File: src/rtl/pc_fetch_unit.sv
// Program-counter and instruction-fetch unit.
// Runs a three-state fetch loop: FETCH presents PC to instruction memory,
// WAIT captures the returned word, and HOLD presents it to the control FSM
// until that FSM asks for the next PC.
//
// Handshake: InstrValid is a level, not a pulse. Whenever InstrValid=1,
// Instr is stable and may be decoded. PCEn is honoured only while
// InstrValid=1 (state HOLD). It is ignored in FETCH and WAIT, and no request
// made there is remembered for later.
module pc_fetch_unit #(
    parameter logic [15:0] RESET_VECTOR = 16'h0000
) (
    input  logic        Clk,
    input  logic        Rst_n,
    input  logic        PCEn,
    input  logic [1:0]  PCState,
    input  logic        CondOut,
    input  logic [7:0]  Disp,
    input  logic [15:0] RTarget,
    input  logic [15:0] MemData,
    output logic [15:0] MemAddr,
    output logic [15:0] Instr,
    output logic        InstrValid,
    output logic [15:0] PC,
    output logic [15:0] LinkAddr,
    output logic [1:0]  fsm_state
);

    typedef enum logic [1:0] {
        ST_FETCH = 2'd0,
        ST_WAIT  = 2'd1,
        ST_HOLD  = 2'd2
    } state_t;

    localparam logic [1:0] PCS_SEQ    = 2'b00;
    localparam logic [1:0] PCS_BRANCH = 2'b01;
    localparam logic [1:0] PCS_JUMP   = 2'b10;

    state_t      state_q;
    state_t      state_d;
    logic [15:0] pc_q;
    logic [15:0] pc_d;
    logic [15:0] instr_q;
    logic        pc_load;
    logic        instr_load;
    logic        instr_valid;
    logic [15:0] pc_inc;
    logic [15:0] disp_sext;

    // Sequential successor and sign-extended displacement; both wrap mod 2^16.
    always_comb begin
        pc_inc    = pc_q + 16'd1;
        disp_sext = {{8{Disp[7]}}, Disp};
    end

    // Next-PC selection; only applied when the FSM grants an advance from HOLD.
    always_comb begin
        pc_d = pc_inc;
        case (PCState)
            PCS_SEQ:    pc_d = pc_inc;
            PCS_BRANCH: pc_d = CondOut ? (pc_q + disp_sext) : pc_inc;
            PCS_JUMP:   pc_d = CondOut ? RTarget : pc_inc;
            default:    pc_d = pc_q;   // hold mode refetches the same address
        endcase
    end

    // Fetch FSM next-state and control strobes.
    always_comb begin
        state_d     = state_q;
        pc_load     = 1'b0;
        instr_load  = 1'b0;
        instr_valid = 1'b0;
        case (state_q)
            ST_FETCH: state_d = ST_WAIT;
            ST_WAIT: begin
                instr_load = 1'b1;
                state_d    = ST_HOLD;
            end
            ST_HOLD: begin
                instr_valid = 1'b1;
                if (PCEn) begin
                    pc_load = 1'b1;
                    state_d = ST_FETCH;
                end
            end
            default: state_d = ST_FETCH;   // unreachable encoding recovers to a fresh fetch
        endcase
    end

    // State register; reset restarts fetching at RESET_VECTOR.
    always_ff @(posedge Clk or negedge Rst_n) begin
        if (!Rst_n) begin
            state_q <= ST_FETCH;
        end else begin
            state_q <= state_d;
        end
    end

    // Program counter; advances only on a granted request from HOLD.
    always_ff @(posedge Clk or negedge Rst_n) begin
        if (!Rst_n) begin
            pc_q <= RESET_VECTOR;
        end else if (pc_load) begin
            pc_q <= pc_d;
        end
    end

    // Instruction register; loads only on the WAIT->HOLD edge, so a reset mid-fetch drops the word.
    always_ff @(posedge Clk or negedge Rst_n) begin
        if (!Rst_n) begin
            instr_q <= 16'h0000;
        end else if (instr_load) begin
            instr_q <= MemData;
        end
    end

    // Output drive; MemAddr tracks PC in every state.
    always_comb begin
        MemAddr    = pc_q;
        PC         = pc_q;
        LinkAddr   = pc_inc;
        Instr      = instr_q;
        InstrValid = instr_valid;
        fsm_state  = state_q;
    end

endmodule

File: config.mk
export PLATFORM = sky130hd
export DESIGN_NAME = pc_fetch_unit
export DESIGN_NICKNAME = d
export VERILOG_FILES = /design/src/rtl/pc_fetch_unit.sv
export SDC_FILE = /design/constraint.sdc
export NUM_CORES = 1
export LEC_CHECK = 0
export CORE_MARGIN = 10
export CORE_UTILIZATION = 25
export CTS_CLUSTER_DIAMETER = 50
export DETAILED_ROUTE_END_ITERATION = 7
export DONT_BUFFER_PORTS = 1
export PLACE_DENSITY_LB_ADDON = 0.3
export RECOVER_POWER = 100
export SLEW_MARGIN = 20
export SYNTH_ARGS = -nofsm -noshare
export SYNTH_HDL_FRONTEND = slang
export SYNTH_SLANG_ARGS = --single-unit
File: constraint.sdc
create_clock -name Clk -period 2.12 [get_ports Clk]
set_input_delay 0.212 -clock Clk [delete_from_list [all_inputs] [get_ports Clk]]
set_output_delay 0.212 -clock Clk [all_outputs]
set_load 0.1 [all_outputs]
-- Word-level counts from Yosys, hierarchy flattened
Index checks and enable logic that the tools add are counted.
- bits in registers: 34
- latch bits: 0
- bits in writable memories: 0
- bits in read-only memories: 0
- output and inout bits: 67
- memories kept: 0
- $add $sub $neg: 2
- multipliers: 0
- div/mod/pow operators: 0
- order comparisons: 0
- equal/unequal tests: 5
- shifts and indexed selects: 0
- mux-type cells: 9
- bitwise logic cells: 0
- reductions and logical operators: 4
- operators by type and width (cell ; count):
    $pmux 16 s3 ; 1
    $mux 16 ; 2
    $add 16x1->16 const B ; 1
    $add 16x16->16 ; 1
    $pmux 2 s3 ; 1
    $eq 2x1->1 const B ; 2
    $eq 2x2->1 const B ; 2
    $logic_not 2->1 ; 2
    $mux 1 ; 4
    $reduce_bool 3->1 ; 1
    $mux 2 ; 1
    $ne 2x2->1 const B ; 1
    $reduce_and 2->1 ; 1

-- Depth between registers and ports, before layout
- depth after elaboration: 3
- gate-level depth with buffers: 10
- gate-level depth less buffers: 9

-- Least setup slack after synthesis
Ideal clock, no wire load.
- kind: register to register
- start: reg pc_q[1] (netlist: MemAddr[1])
- end: reg pc_q[8] (netlist: MemAddr[8])
- library setup time: 0.078 ns
- arrival: 3.858 ns
- data required time: 2.042 ns
- slack: -1.816 ns
- stages on the path, launching flop included: 8
- buffers on the path: 0
- period minus slack after synthesis: 3.936 ns
- cells stage by stage: dfrtp_1 -> ha_1 -> nand3_1 -> nor2_1 -> nand2_1 -> xnor2_1 -> a221oi_1 -> nor2_1
- word-level cells in the longest chain between the ends: 3
- elaborated cells between the ends (all ways): 5
- those cells by class: 2 x add/sub; 3 x mux
- RTL lines (element ; RTL line ; source):
    start: declaration ; 41 ; logic [15:0] pc_q;
    start signal: assignment ; 104 ; pc_q <= pc_d;
    $add 16x1->16 * ; 52 ; pc_inc = pc_q + 16'd1;
    net LinkAddr[8] ; 25 ; output logic [15:0] LinkAddr,
    $mux 16, on equally long branches ; 62, 61 ;
    $pmux 16 s3 * ; 59 ; case (PCState)
Mark *: on every way through the listed nets, which the timed path passes. The rest lies on a longest branch.
A chain may end at the register's enable or synchronous reset.

-- Final worst setup path
- start: reg pc_q[0] (netlist: MemAddr[0])
- end: reg pc_q[6] (netlist: MemAddr[6])
- word-level cells in the longest chain between the ends: 3
- elaborated cells between the ends (all ways): 5
- those cells by class: 2 x add/sub; 3 x mux
- RTL lines (element ; RTL line):
    $add 16x1->16 or $add 16x16->16 (tied branches) ; 52, 61
    $mux 16, on equally long branches ; 62, 61
    $pmux 16 s3 * ; 59
Every way passes the cells marked *; elsewhere a longest branch is shown, timed or not.

==> run summary <==
Detailed placer's ending HPWL: 8250 microns
Worst Path Arrival: 2.38 ns
TritonCTS clock tree: yes
Initial core utilization: 26.0%
Synth Instances: 313
Syn Nets: 379
Largest net degree at the start of global routing: 35
Reg2Reg Depth: 9
Number of global-route vias before repair: 2,736
Critical path fanouts, max: 3
Final setup vio count: 19
Yosys cell types: 61
Number of fill cells: 1,070
Critical Path Source Type: flip-flop
DRT iter0 DRCs: 153
Synth top area share: 29.9%
Max-slew violation count: 0
Hold endpoint: fsm_state[1]
R2r setup slk: -0.09 ns
Tot GR Track Use: 12.4%
CTS root buf: clkbuf_16
Initial antenna violation count: 0
Period utilization: 104%
Layout cells sized above 1: 47.5%
I/O pins: 113
P&R area growth vs syn: 55.4%
Fmax: 0.453 GHz
Drt first pass iters: 4
CTS buffer count: 5
Mean Syn Cell Area: 9.11 sq um
Post-synth EDFFs: 0
Clock sink total: 34
Fin cells: 540
WP data required: 2.29 ns
Clk_skew: 0.00776 ns
Area leader, netlist: dfrtp_1
Gpl congestion: 0.863
Clock Latency Late Sink: 0.28 ns
MaxCap Viol Count: 0
Reg clk slew, reported paths: 0.06 ns
Ys async rst share: 100%
Clk buf depth: 2
Post-synthesis sequential area ratio: 29.9%
Antenna-violating nets left: 0
Buffers added on ports: 0
Hold Crit Class: input pin to flip-flop
Hold Crit Depth: 1
RSZ-0062 raised after global routing: true
Reg-to-Reg Start: MemAddr[0]
Synth Cell Area: 2850 sq um
Clock period minus worst slack: 2.21 ns
Dpl cells: 510
Crit end category: flip-flop
Worst slew margin: 15.9%
Die height: 127 microns
Routed via count: 2,748
Final net count: 465
Top cells by area, synth: dfrtp_1 (30%), ha_1 (8.3%), mux2_2 (6.3%)
FF+latch count, synth: 34
Routed len/inst: 19.4 microns
Status: finished, violations left
Final hold violations: 0
Failing checks: setup timing
Post-route DRC: 0
Hold path start: PCEn
GRT overflow: 0
Die width: 127 microns
Synth warnings: 0
Number of diodes: 0
Commonest non-fill, non-tap cell in the layout: buf_4
Fin worst setup slack: -0.0862 ns
H-tree depth: 2
Commonest cells after routing, fill and taps aside: buf_4 (48), dfrtp_1 (19), nor2_1 (19)
Vias per cell: 5.09
Die area: 16,100 sq um
Num rows: 38
Top_reg_cell synth: dfrtp_1
Slew @ Worst Pin: 1.26 ns
Reg2reg end: MemAddr[6]
Total wire length: 10,500 microns
First-pass GRT wire length: 16,100 microns
Core Footprint: 11,000 sq um
Setup CP Type: flip-flop to flip-flop
synth_stat cells, drive strengths merged (3+ instances only):
library cell and n:
a22oi 5, a222oi 3, dfrtp 34, xor2 8, nand2b 5, clkbuf 8, and3 8, nand3 12
a22o 3, and2 4, a221oi 7, inv 15, o21a 4, o21ai 24, buf 20, ha 19
mux2 17, nor2b 4, a21o 4, a21oi 15, nand2 16, o31ai 3, xnor2 16, a211oi 3
nor2 20
metal layers:
layer	part of all wire [%]	global-route usage (%)
met3	13	5.62
met5	0	0
met1	38	14.1
met4	1.6	3.42
met2	47	20.7
worst max-delay path by stage:
| stage | slack (ns) | start | cells past startpoint | endpoint |
|---|---|---|---|---|
| after CTS | -0.05 | MemAddr[0] | 9 | MemAddr[6] |
| after floorplan | -0.27 | fsm_state[0] | 7 | MemAddr[13] |
| after detailed placement | -0.1 | MemAddr[4] | 7 | MemAddr[9] |
| after global routing | -0.15 | MemAddr[0] | 9 | MemAddr[6] |
| final | -0.09 | MemAddr[0] | 9 | MemAddr[6] |
| after global placement | -0.07 | MemAddr[4] | 7 | MemAddr[9] |
stage by stage:
stage                     setup TNS, ns  utilization, %  worst slack (ns)  hold WS [ns]  area, sq um
after global placement           -0.183            36.9           -0.0688       -0.0822         4050
final                            -0.393            40.3           -0.0862        0.0311         4430
after detailed placement         -0.407            36.9           -0.0974       -0.0822         4050
after global routing              -3.49            40.3            -0.154        0.0316         4430
after floorplan                   -2.09               -            -0.268       -0.0836         3290
after CTS                        -0.163            40.6           -0.0538        0.0288         4450
critical path: stages, from the launching register on:
cell	delay [ns]
dfrtp_4	0.49
ha_4	0.18
inv_2	0.06
fa_2	0.21
nor2b_2	0.05
o2111a_1	0.25
or3_4	0.38
xor2_2	0.17
a22oi_1	0.08
o31ai_1	0.22
kinds of logic after synthesis:
logic type               Yosys count  synth area share, %
multiplexers                      19                 7.55
flip-flops                        34                 29.9
AND/OR/NAND/NOR                   82                 15.4
AO/OA/AOI/OAI                     91                 22.2
adder cells (fa/ha/maj)           20                 9.04
buffers and inverters             43                 8.60
XOR/XNOR                          24                 7.37
what timing repair did:
| item | in CTS | in global routing |
|---|---|---|
| resized for setup | 29 | 21 |
| endpoints found under the setup margin | 19 | 21 |
| pin swaps | 17 | 16 |
| endpoints found under the hold margin | 34 | 0 |
| setup buffers | 12 | 8 |
| hold buffers | 2 | 0 |
sequential cells by signal, indices dropped and copies added, names as in the netlist:
register and cells:
fsm_state 2, Instr 16, MemAddr 16
area by class of cell:
class / instances / area [sq um] / share of cell area (%)
clock inverters: 2 / 12.5 / 0.282
well taps: 140 / 175 / 3.95
flip-flops and latches: 34 / 902 / 20.4
clock buffers: 6 / 139 / 3.14
repair buffers: 107 / 921 / 20.8
multi-input cells: 236 / 2220 / 50.1
inverters: 15 / 60.1 / 1.36
Power is left out: the tool's default activity adds up to more than one toggle a clock period on the data nets, which glitch-free logic cannot reach.
